### src/rtl/immgen_pipe.sv
// immgen_pipe: pipelined immediate generator between IF/ID and decode/execute.
// Decodes the instruction immediate on the incoming word, extends it to XLEN
// and registers it with the instruction and PC behind a valid/ready handshake.
//
// Parameters:
//   XLEN  datapath width, 32 or 64
//   SKID  1 = main + skid register, ready comes straight from a flop
//         0 = single main register, o_ready = !o_valid || i_ready
// Ports:
//   i_clk, i_rst_n       clock, asynchronous active-low reset
//   i_flush              drop all buffered entries and this cycle's input
//   i_valid / o_ready    upstream handshake
//   i_ins, i_pc          instruction word and its PC
//   o_valid / i_ready    downstream handshake
//   o_imm, o_imm_type    extended immediate and type code (0 NONE .. 7 ZIMM)
//   o_ins, o_pc          registered copies of the instruction and PC
module immgen_pipe #(
  parameter int unsigned XLEN = 32,
  parameter int unsigned SKID = 1
) (
  input  logic            i_clk,
  input  logic            i_rst_n,
  input  logic            i_flush,
  input  logic            i_valid,
  output logic            o_ready,
  input  logic [31:0]     i_ins,
  input  logic [XLEN-1:0] i_pc,
  output logic            o_valid,
  input  logic            i_ready,
  output logic [XLEN-1:0] o_imm,
  output logic [2:0]      o_imm_type,
  output logic [31:0]     o_ins,
  output logic [XLEN-1:0] o_pc
);

  localparam logic [6:0] OP_LUI    = 7'b0110111;
  localparam logic [6:0] OP_AUIPC  = 7'b0010111;
  localparam logic [6:0] OP_JAL    = 7'b1101111;
  localparam logic [6:0] OP_BRANCH = 7'b1100011;
  localparam logic [6:0] OP_STORE  = 7'b0100011;
  localparam logic [6:0] OP_LOAD   = 7'b0000011;
  localparam logic [6:0] OP_JALR   = 7'b1100111;
  localparam logic [6:0] OP_IMM    = 7'b0010011;
  localparam logic [6:0] OP_IMM32  = 7'b0011011;
  localparam logic [6:0] OP_SYSTEM = 7'b1110011;

  localparam logic [2:0] T_NONE  = 3'd0;
  localparam logic [2:0] T_I     = 3'd1;
  localparam logic [2:0] T_S     = 3'd2;
  localparam logic [2:0] T_B     = 3'd3;
  localparam logic [2:0] T_U     = 3'd4;
  localparam logic [2:0] T_J     = 3'd5;
  localparam logic [2:0] T_SHAMT = 3'd6;
  localparam logic [2:0] T_ZIMM  = 3'd7;

  typedef struct packed {
    logic [XLEN-1:0] imm;
    logic [2:0]      ty;
    logic [31:0]     ins;
    logic [XLEN-1:0] pc;
  } entry_t;

  logic [XLEN-1:0] imm_c;
  logic [2:0]      type_c;
  logic [6:0]      opcode;
  logic [2:0]      funct3;
  logic [XLEN-1:0] imm_i_c;
  logic [XLEN-1:0] imm_s_c;
  logic [XLEN-1:0] imm_b_c;
  logic [XLEN-1:0] imm_u_c;
  logic [XLEN-1:0] imm_j_c;
  logic [XLEN-1:0] shamt_c;
  logic [XLEN-1:0] shamt_w_c;
  entry_t          in_c;
  entry_t          main_q;
  logic            main_valid;
  logic            accept_c;
  logic            consume_c;

  assign opcode = i_ins[6:0];
  assign funct3 = i_ins[14:12];

  // Sign-extended immediate formats; width casts of signed values extend bit 31.
  assign imm_i_c = XLEN'($signed(i_ins[31:20]));
  assign imm_s_c = XLEN'($signed({i_ins[31:25], i_ins[11:7]}));
  assign imm_b_c = XLEN'($signed({i_ins[31], i_ins[7], i_ins[30:25], i_ins[11:8], 1'b0}));
  assign imm_u_c = XLEN'($signed({i_ins[31:12], 12'b0}));
  assign imm_j_c = XLEN'($signed({i_ins[31], i_ins[19:12], i_ins[20], i_ins[30:21], 1'b0}));

  // RV64 shifts carry a 6-bit shamt; word shifts always use 5 bits.
  assign shamt_c   = (XLEN == 64) ? XLEN'(i_ins[25:20]) : XLEN'(i_ins[24:20]);
  assign shamt_w_c = XLEN'(i_ins[24:20]);

  // Immediate type and value selection by opcode/funct3.
  always_comb begin
    imm_c  = '0;
    type_c = T_NONE;
    case (opcode)
      OP_LUI, OP_AUIPC: begin
        imm_c  = imm_u_c;
        type_c = T_U;
      end
      OP_JAL: begin
        imm_c  = imm_j_c;
        type_c = T_J;
      end
      OP_BRANCH: begin
        imm_c  = imm_b_c;
        type_c = T_B;
      end
      OP_STORE: begin
        imm_c  = imm_s_c;
        type_c = T_S;
      end
      OP_LOAD, OP_JALR: begin
        imm_c  = imm_i_c;
        type_c = T_I;
      end
      OP_IMM: begin
        if (funct3 == 3'b001 || funct3 == 3'b101) begin
          imm_c  = shamt_c;
          type_c = T_SHAMT;
        end else begin
          imm_c  = imm_i_c;
          type_c = T_I;
        end
      end
      OP_IMM32: begin
        if (XLEN == 64) begin
          if (funct3 == 3'b001 || funct3 == 3'b101) begin
            imm_c  = shamt_w_c;
            type_c = T_SHAMT;
          end else begin
            imm_c  = imm_i_c;
            type_c = T_I;
          end
        end
      end
      OP_SYSTEM: begin
        case (funct3)
          3'b001, 3'b010, 3'b011: begin
            imm_c  = XLEN'(i_ins[31:20]);
            type_c = T_I;
          end
          3'b101, 3'b110, 3'b111: begin
            imm_c  = XLEN'(i_ins[19:15]);
            type_c = T_ZIMM;
          end
          default: begin
            imm_c  = '0;
            type_c = T_NONE;
          end
        endcase
      end
      default: begin
        imm_c  = '0;
        type_c = T_NONE;
      end
    endcase
  end

  assign in_c      = {imm_c, type_c, i_ins, i_pc};
  assign accept_c  = i_valid && o_ready && !i_flush;
  assign consume_c = main_valid && i_ready;

  generate
    if (SKID != 0) begin : g_skid
      logic   skid_valid;
      entry_t skid_q;

      // Ready depends only on the skid flop, so there is no comb path from i_ready.
      assign o_ready = !skid_valid;

      // Main/skid storage; flush beats both accept and the skid-to-main move.
      always_ff @(posedge i_clk or negedge i_rst_n) begin
        if (!i_rst_n) begin
          main_valid <= 1'b0;
          main_q     <= '0;
          skid_valid <= 1'b0;
          skid_q     <= '0;
        end else if (i_flush) begin
          main_valid <= 1'b0;
          skid_valid <= 1'b0;
        end else if (consume_c && skid_valid) begin
          main_q     <= skid_q;
          skid_valid <= accept_c;
          if (accept_c) skid_q <= in_c;
        end else if (consume_c || !main_valid) begin
          main_valid <= accept_c;
          if (accept_c) main_q <= in_c;
        end else if (accept_c) begin
          skid_valid <= 1'b1;
          skid_q     <= in_c;
        end
      end
    end else begin : g_noskid
      assign o_ready = !main_valid || i_ready;

      // Single output register.
      always_ff @(posedge i_clk or negedge i_rst_n) begin
        if (!i_rst_n) begin
          main_valid <= 1'b0;
          main_q     <= '0;
        end else if (i_flush) begin
          main_valid <= 1'b0;
        end else if (accept_c) begin
          main_valid <= 1'b1;
          main_q     <= in_c;
        end else if (i_ready) begin
          main_valid <= 1'b0;
        end
      end
    end
  endgenerate

  assign o_valid    = main_valid;
  assign o_imm      = main_q.imm;
  assign o_imm_type = main_q.ty;
  assign o_ins      = main_q.ins;
  assign o_pc       = main_q.pc;

endmodule

### config.mk
export PLATFORM = sky130hd
export DESIGN_NAME = immgen_pipe
export DESIGN_NICKNAME = d
export VERILOG_FILES = /design/src/rtl/immgen_pipe.sv
export SDC_FILE = /design/constraint.sdc
export NUM_CORES = 1
export LEC_CHECK = 0
export CORE_ASPECT_RATIO = 0.7
export CORE_MARGIN = 1.5
export CORE_UTILIZATION = 51
export CTS_CLUSTER_DIAMETER = 50
export DETAILED_ROUTE_END_ITERATION = 8
export GPL_TIMING_DRIVEN = 0
export PLACE_DENSITY_LB_ADDON = 0.3
export SYNTH_ARGS = -nofsm -noshare
export SYNTH_HDL_FRONTEND = slang
export SYNTH_SLANG_ARGS = --single-unit
export TNS_END_PERCENT = 20
### constraint.sdc
create_clock -name i_clk -period 3.79 [get_ports i_clk]
set_input_delay 0.758 -clock i_clk [delete_from_list [all_inputs] [get_ports i_clk]]
set_output_delay 0.758 -clock i_clk [all_outputs]
set_load 0.01 [all_outputs]
# After elaboration in Yosys (flattened, before gate mapping)
# Cells that the tools add are included.
[word_totals]
word_cells = 69
register_bits = 200
inputBits = 69
out_inout_bits = 101
[op_classes]
n_reduce_logical = 21
mux = 19
bitwise_logic = 1
n_eq_ne = 18
[op_table]
columns = ["op", "n"]
rows = [
  ["two-way mux 99 bit", 6],
  ["case mux 32 bit (7 select lines)", 1],
  ["two-way mux 32 bit", 1],
  ["== test 7 bit, second input constant", 4],
  ["case mux 12 bit (2 select lines)", 1],
  ["case mux 3 bit (7 select lines)", 1],
  ["== test 7 x 5 -> 1 bit, second input constant", 2],
  ["== test 7 x 6 -> 1 bit, second input constant", 2],
  ["== test 3 bit, second input constant", 3],
  ["== test 7 x 2 -> 1 bit, second input constant", 1],
  ["two-way mux 1 bit", 7],
  ["== test 3 x 2 -> 1 bit, second input constant", 2],
  ["case mux 3 bit (2 select lines)", 1],
  ["AND reduction 2 bit", 3],
  ["nonzero test 2 bit", 3],
  ["OR reduction 3 bit", 2],
  ["logical AND 1 bit", 4],
  ["!= test 2 bit, second input constant", 2],
  ["OR reduction 2 bit", 2],
  ["== test 3 x 1 -> 1 bit, second input constant", 1],
  ["zero test 1 bit", 3],
  ["two-way mux 3 bit", 1],
  ["!= test 3 bit, second input constant", 1],
  ["AND reduction 3 bit", 1],
  ["other kinds (3)", 4],
]

# Depth between registers and ports, before layout
# Gate-level depths: netlist of the first run.
[logic_depth]
word_depth = 7
mapped_depth = 7
mapped_depth_nobuf = 5

# Worst setup path after synthesis of the first run
# No wires, ideal clock.
[synth_timing]
path_kind = "input -> register"
start = "input port i_ins[6]"
end = "register g_skid.skid_q[68] in the netlist's numbering"
t_required_ns = 3.670
path_slack_ns = 1.673
setup_time_ns = 0.120
cell_stages = 7
arrival_ns = 1.998
path_cell_list = "buf_2 > o2111a_2 > and3_4 > buf_6 > a222oi_1 > a21oi_1 > a31o_1"
[synth_between]
elab_chain_len = 6
elab_cells_between_ends = 15
cone_classes = "9 x eq/ne; 4 x mux; 2 x reduce/logical"
[synth_rtl]
columns = ["item", "line", "text"]
rows = [
  ["start, declared", "26", "input logic [31:0] i_ins,"],
  ["== test 7 x 2 -> 1 bit (tied with other cells)", "98", "case (opcode)"],
  ["OR reduction 2 bit", "98", ""],
  ["case mux 32 bit (7 select lines) (*)", "98", ""],
  ["two-way mux 99 bit (*)", "187, 191", ""],
  ["two-way mux 99 bit", "188", "end else if (consume_c || !main_valid) begin"],
  ["two-way mux 99 bit (*)", "184", "end else if (consume_c && skid_valid) begin"],
  ["end signal, assigned", "187", "if (accept_c) skid_q <= in_c;"],
  ["end signal, assigned", "193", "skid_q <= in_c;"],
  ["end, declared", "169", "entry_t skid_q;"],
]
# Mark *: on every way between the ends. The rest lies on a longest branch, timed or not. The select of a mux whose other input is x is not followed.
# A chain may end at the register's enable or synchronous reset.

# Worst setup path in the final report of the first run
[layout_timing]
start = "input port i_ready"
end = "register g_skid.skid_q[67] in the netlist's numbering"
[layout_between]
elab_chain_len = 4
elab_cells_between_ends = 6
cone_classes = "1 x eq/ne; 1 x mux; 4 x reduce/logical"
[layout_rtl]
columns = ["item", "line", "text"]
rows = [
  ["start, declared", "29", "input logic i_ready,"],
  ["logical AND 1 bit (*)", "164", "assign consume_c = main_valid && i_ready;"],
  ["logical AND 1 bit or logical OR 1 bit (tied branches)", "184, 188", ""],
  ["!= test 2 bit (no source line)", "--", ""],
  ["AND reduction 2 bit (no source line)", "--", ""],
]
# Mark *: on every way between the ends. The rest lies on a longest branch, timed or not.

==> flow_metrics.py, run 1 <==
metrics = {
    "status": {
        "run_status": "complete, no violations",
    },
    "sta": {
        "fin_ws_ps": 1150,
        "finalMaxSlewViolations": 0,
        "setup_viol": 0,
        "period_share": 0.696,
        "clock.fmax_ghz": 0.379,
        "skew_ps": 7.00,
        "hold_violations": 0,
        "grt_setup_unrepaired": "false",
        "worst_slew_pin_slew_ps": 828,
        "relSlewSlack": 0.443,
        "period_minus_slack_ps": 2640,
    },
    "clock_tree": {
        "clkLatencyLatePin_ps": 430,
        "clock-root-buffer": "clkbuf_16",
        "ctsResizeCount": 0,
        "cts_max_level": 4,
        "cts_tree": "built",
        "numCtsBuffers": 17,
        "cts_sinks": 200,
        "cts_hold_buf": 0,
        "clkTransAtPathRegs_ps": 70,
        "cts_setup_buffers": 0,
        "clk_path_buf_depth": 2,
    },
    "route": {
        "wl_per_cell_um": 18.2,
        "drtIter0Drc": 908,
        "vias": 8066,
        "viasPerCell": 5.72,
        "drc_errors": 0,
        "drt-pass1-iter-count": 6,
        "wl_mm": 25.7,
        "ant_nets": 0,
    },
    "cells_and_area": {
        "finalNetCount": 1241,
        "multiInputGateArea_um2": 3350,
        "stdcell_count": 1410,
        "fillers": 1347,
        "regArea_um2": 5000,
        "syn_to_final_growth_pct": 30.4,
        "antennaDiodeCount": 0,
        "drive_gt1_frac": 0.0650,
    },
    "power_and_ir_drop": {
        "leakage_uw": 0.00510,
        "vdd_drop_max_mv": 0.301,
        "p_int_uw": 4400,
        "pwr-share-clk": 0.340,
        "p_per_area_nw_per_um2": 531,
        "p_switching_uw": 1620,
        "p_sw_frac": 0.270,
        "seqPwrFrac": 0.462,
        "power_frac_comb": 0.198,
    },
    "critical_path": {
        "critical_path_class": "in2reg",
        "start_kind": "input port",
        "arrival_ps": 2920,
        "critPathCaptureType": "register",
        "startpoint": "i_ready",
        "required_ps": 4080,
        "crit_fanout": 10,
        "r2r_start": "g_skid.skid_valid$_DFFE_PN0P_",
    },
    "yosys": {
        "synth-seq-cells": 200,
        "synth_async_sr_flop_share": 1.00,
        "syn_avg_cell_area_um2": 8.81,
        "yosys_warnings": 0,
        "synth-edff-count": 0,
        "syn-instance-count": 986,
        "synth_flop_cell": "dfrtp_1",
        "yosysSeqAreaShare": 0.576,
        "syn_area_um2": 8690,
        "syn_nets": 1055,
        "yosysUniqueCellTypes": 50,
    },
    "grt": {
        "grt_pass1_vias": 7665,
        "grt_max_degree": 119,
        "use_met3": 0.0698,
        "grt_overflow_total": 0,
        "grtUsageTotal": 0.298,
        "grt_util_met1": 0.448,
        "antenna_found_initial": 0,
        "grt_busiest_layer": "met1",
        "use_met2": 0.429,
        "grt_pass1_wl_mm": 41.4,
    },
    "placement": {
        "place_ws_ps": 768,
        "io_buffers": 166,
        "dp.cells": 1378,
        "dp_hpwl_mm": 17.8,
        "gp_congestion": 0.895,
    },
    "floorplanning": {
        "pin_count": 170,
        "core.rowCount": 39,
        "die_w_um": 159,
        "initial_utilization": 0.527,
        "fp.coreArea_um2": 16500,
        "dieArea_um2": 17800,
        "fp.dieH_um": 112,
    },
    "job": {
        "maxCapViolCount": 0,
    },
    "hold_path": {
        "hp-class": "in2async",
    },
}
[flip-flops by register name, summed over array words and instances, names as in the netlist]
signal             flops
g_skid.skid_q         99
o_imm                 32
o_ins                 32
o_pc                  32
o_imm_type             3
g_skid.skid_valid      1
o_valid                1
[critical path, cell delays in order]
cell and delay [ps]:
clkdlybuf4s50_1 500, nand2b_1 210, nor3_2 450, buf_2 390, buf_1 470, a21oi_1 130
[through the flow]
| stage | util | total power (µW) | area, µm² | setup TNS [ps] | hold WS, ps |
|---|---|---|---|---|---|
| after floorplan | - | 3310 | 8690 | 0 | 442 |
| after global placement | 0.645 | 3950 | 10600 | -1259880 | 452 |
| after detailed placement | 0.647 | 4000 | 10700 | 0 | 462 |
| after CTS | 0.687 | 6040 | 11300 | 0 | 329 |
| after global routing | 0.687 | 6290 | 11300 | 0 | 354 |
| final | 0.687 | 6020 | 11300 | 0 | 299 |
[cell usage after synthesis (3+ instances only)]
library cell,count,share of area
nand2_1,361,0.16
dfrtp_1,200,0.58
nor2_1,94,0.041
a31oi_1,70,0.050
a21oi_1,49,0.028
o21ai_0,36,0.021
clkbuf_1,34,0.015
buf_2,28,0.016
or3_1,21,0.015
o211ai_1,10,0.0086
and3_1,9,0.0065
a221o_1,6,0.0069
inv_1,4,0.0017
nand3_1,4,0.0023
nor3_1,4,0.0023
a211o_1,3,0.0030
a21o_1,3,0.0026
a221oi_1,3,0.0030
a22oi_1,3,0.0026
buf_6,3,0.0039
o21ai_1,3,0.0017
o22ai_1,3,0.0022
[area by class of cell]
class                           instances  share of cell area
Inverter                                4             0.00132
Clock buffer                           21              0.0424
Timing Repair Buffer                  167               0.149
Buffer                                 68              0.0279
Sequential cell                       200               0.442
Multi-Input combinational cell        714               0.296
Clock inverter                         11              0.0166
Tap cell                              225              0.0248
[layer usage]
metal | up-vias | wire, µm
li1 | 3697 | -
met1 | 3909 | 11700
met2 | 416 | 11000
met3 | 44 | 2510
met4 | 0 | 470
met5 | - | 0
[placed cells by master, fill, tap and decap left out, types with 4 or more instances in the layout]
cell type / netlist / final
o21ai_0: 36 / 36
dfrtp_1: 200 / 200
clkbuf_8: 0 / 4
o211ai_1: 10 / 10
clkbuf_16: 0 / 17
nand2_1: 361 / 361
a221o_1: 6 / 6
nor2_1: 94 / 94
nand3_1: 4 / 4
and3_1: 9 / 9
bufinv_16: 0 / 5
inv_1: 4 / 4
a21oi_1: 49 / 49
nor3_1: 4 / 4
clkbuf_1: 34 / 34
clkdlybuf4s50_1: 0 / 165
or3_1: 21 / 21
buf_2: 28 / 28
a31oi_1: 70 / 70
clkinv_2: 0 / 4
[kinds of logic (layout without fill, tap and decap cells)]
| kind of cell | after synthesis | after routing | synth area share |
|---|---|---|---|
| AOI/OAI and AO/OA | 200 | 200 | 0.142 |
| buffers and inverters | 72 | 271 | 0.0382 |
| DFF | 200 | 200 | 0.576 |
| and+or+nand+nor | 514 | 514 | 0.244 |
[power by group through the flow]
| stage | sequential [µW] | clock (µW) | combinational (µW) |
|---|---|---|---|
| 5_1_grt | 2830 | 2160 | 1310 |
| 2_1_floorplan | 2850 | 0 | 457 |
| 6_report | 2780 | 2050 | 1190 |
| 3_3_place_gp | 2800 | 0 | 1150 |
| 3_5_place_dp | 2810 | 0 | 1190 |
| 4_1_cts | 2780 | 2070 | 1200 |
[worst paths after layout]
check	slack (ps)	cells past startpoint	end
max	1150	6	g_skid.skid_q[67]$_DFFE_PN0P_
max in group asynchronous	2500	2	o_pc[31]$_DFFE_PN0P_
max reg2reg	1510	5	g_skid.skid_q[67]$_DFFE_PN0P_
min reg2reg	470	2	g_skid.skid_q[22]$_DFFE_PN0P_
min	300	1	o_ins[13]$_DFFE_PN0P_
min in group i_clk	470	2	g_skid.skid_q[22]$_DFFE_PN0P_
(Power assumes the default switching activity.)
==> run 2: changes to the inputs <==
--- a/config.mk
+++ b/config.mk
@@ -7,7 +7,7 @@
 export LEC_CHECK = 0
 export CORE_ASPECT_RATIO = 0.7
 export CORE_MARGIN = 1.5
-export CORE_UTILIZATION = 51
+export CORE_UTILIZATION = 47
 export CTS_CLUSTER_DIAMETER = 50
 export DETAILED_ROUTE_END_ITERATION = 8
 export GPL_TIMING_DRIVEN = 0
==> constraint.sdc (replaced) <==
create_clock -name i_clk -period 2.4 [get_ports i_clk]
set_input_delay 0.48 -clock i_clk [delete_from_list [all_inputs] [get_ports i_clk]]
set_output_delay 0.48 -clock i_clk [all_outputs]
set_load 0.01 [all_outputs]
==> flow_metrics.py, run 2 (same netlist as run 1, synthesis figures left out) <==
metrics = {
    "status": {
        "run_status": "complete, no violations",
    },
    "critical_path": {
        "arrival_ps": 2660,
        "worstRegToRegCells": 5,
        "start_kind": "input port",
        "slowest_delay_ps": 560,
        "required_ps": 2750,
        "cp_num_buf_inv": 3,
        "crit_slowest_cell": "clkdlybuf4s50_1",
        "critPathCaptureType": "register",
        "crit_fanout": 10,
        "cp.depth": 6,
        "critical_path_class": "in2reg",
        "cp_top_family": "buffers and inverters",
        "path_cells": "clkdlybuf4s50_1 -> and3_1 -> clkbuf_1 -> clkbuf_1 -> nand2_1 -> a31oi_1",
        "path_common_cell": "clkbuf_1",
    },
    "route": {
        "wl_met2_mm": 11.1,
        "m1WireLength_mm": 11.8,
        "drc_errors": 0,
        "drt-pass1-iter-count": 5,
        "ant_nets": 0,
        "viasPerCell": 5.59,
        "dr.max_layer_used": "met4",
        "wl_mm": 25.6,
        "drtIter0Drc": 766,
        "vias": 7950,
        "met3RoutedLength_mm": 2.46,
        "wl_per_cell_um": 18.0,
    },
    "floorplanning": {
        "pin_count": 170,
        "die_w_um": 166,
        "core.rowCount": 41,
        "fp.dieH_um": 117,
        "fp.coreArea_um2": 18100,
        "initial_utilization": 0.481,
        "dieArea_um2": 19300,
    },
    "clock_tree": {
        "ctsResizeCount": 0,
        "numCtsBuffers": 17,
        "cts_hold_buf": 0,
        "cts_sinks": 200,
        "cts_setup_buffers": 0,
        "cts_max_level": 4,
        "cts_tree": "built",
        "clk_path_buf_depth": 2,
        "clkTransAtPathRegs_ps": 70,
        "clkLatencyLatePin_ps": 430,
        "clock-root-buffer": "clkbuf_16",
    },
    "sta": {
        "fin_ws_ps": 93.6,
        "grt_setup_unrepaired": "true",
        "hold_ws_ps": 63.4,
        "worst_slew_pin_slew_ps": 807,
        "period_minus_slack_ps": 2310,
        "finalMaxSlewViolations": 0,
        "hold_violations": 0,
        "clock.fmax_ghz": 0.434,
        "period_share": 0.961,
        "relSlewSlack": 0.457,
        "setup_viol": 0,
        "skew_ps": 10.5,
    },
    "grt": {
        "grt_overflow_total": 0,
        "grt_pass1_vias": 7528,
        "grtUsageTotal": 0.275,
        "grt_pass1_wl_mm": 40.2,
        "antenna_found_initial": 0,
        "grt_max_degree": 111,
    },
    "cells_and_area": {
        "syn_to_final_growth_pct": 29.5,
        "fillers": 1578,
        "drive_gt1_frac": 0.0650,
        "top_register": "g_skid.skid_q",
        "layout_commonest_cell": "nand2_1",
        "largest_reg_flops": 99,
        "final_util": 0.623,
        "final_cell_mix": "nand2_1, dfrtp_1, clkdlybuf4s50_1, nor2_1, a31oi_1",
        "finalNetCount": 1241,
    },
    "power_and_ir_drop": {
        "leakage_uw": 0.00506,
        "power.total_uw": 9070,
        "p_per_area_nw_per_um2": 805,
        "vdd_drop_max_mv": 0.430,
    },
    "job": {
        "maxCapViolCount": 0,
    },
    "placement": {
        "place_ws_ps": -349,
        "dp_hpwl_mm": 18.0,
        "gp_congestion": 0.908,
        "io_buffers": 166,
    },
    "hold_path": {
        "hp-class": "in2async",
    },
}
run 2: changes by cell type in the layout (fill, tap and decap cells not counted), sizes merged:
cell    change
buf         -2
bufinv      -4
clkbuf      +5
clkinv      +2
diode       +1
inv         -2
run 2: through the flow:
step / instance area (µm²) / cells / TNS, ps
floorplan: 8690 / 986 / 0
global placement: 10600 / 1388 / -1520390
detailed placement: 10700 / 1389 / -26240
CTS: 11200 / 1420 / 0
global route: 11300 / 1420 / -39.5
finish: 11300 / 1421 / 0
run 2: path summary, 6_finish.rpt:
check | from | end | slack, ps
max in group asynchronous | i_rst_n | o_pc[31]$_DFFE_PN0P_ | 1340
worst min-delay path | i_rst_n | o_ins[16]$_DFFE_PN0P_ | 60
worst min register to register | g_skid.skid_q[77]$_DFFE_PN0P_ | g_skid.skid_q[77]$_DFFE_PN0P_ | 470
min in group i_clk | i_ins[5] | g_skid.skid_q[37]$_DFFE_PN0P_ | 350
worst max register to register | o_valid$_DFFE_PN0P_ | o_ins[17]$_DFFE_PN0P_ | 190
worst max-delay path | i_ready | o_ins[17]$_DFFE_PN0P_ | 90
run 2: final cells by class:
cell class	count	area, µm²	area share
flip-flops and latches	200	5000	0.445
multi-input cells	714	3350	0.298
diodes	1	2.50	0.000222
clock inverters	7	67.6	0.00600
repair buffers	167	1690	0.151
clock buffers	24	502	0.0446
inverters	4	15.0	0.00133
plain buffers	68	320	0.0285
well taps	236	295	0.0262
run 2: metal layers:
layer  vias to the layer above  track usage
li1                       3686            -
met1                      3877        0.420
met2                       360        0.398
met3                        27       0.0565
met4                         0       0.0720
met5                         -            0
run 2: power breakdown:
part           internal (µW)  switching, µW  total, µW
sequential              4020            372       4390
combinational            960            909       1870
clock                   1560           1240       2810
total                   6540           2520       9070
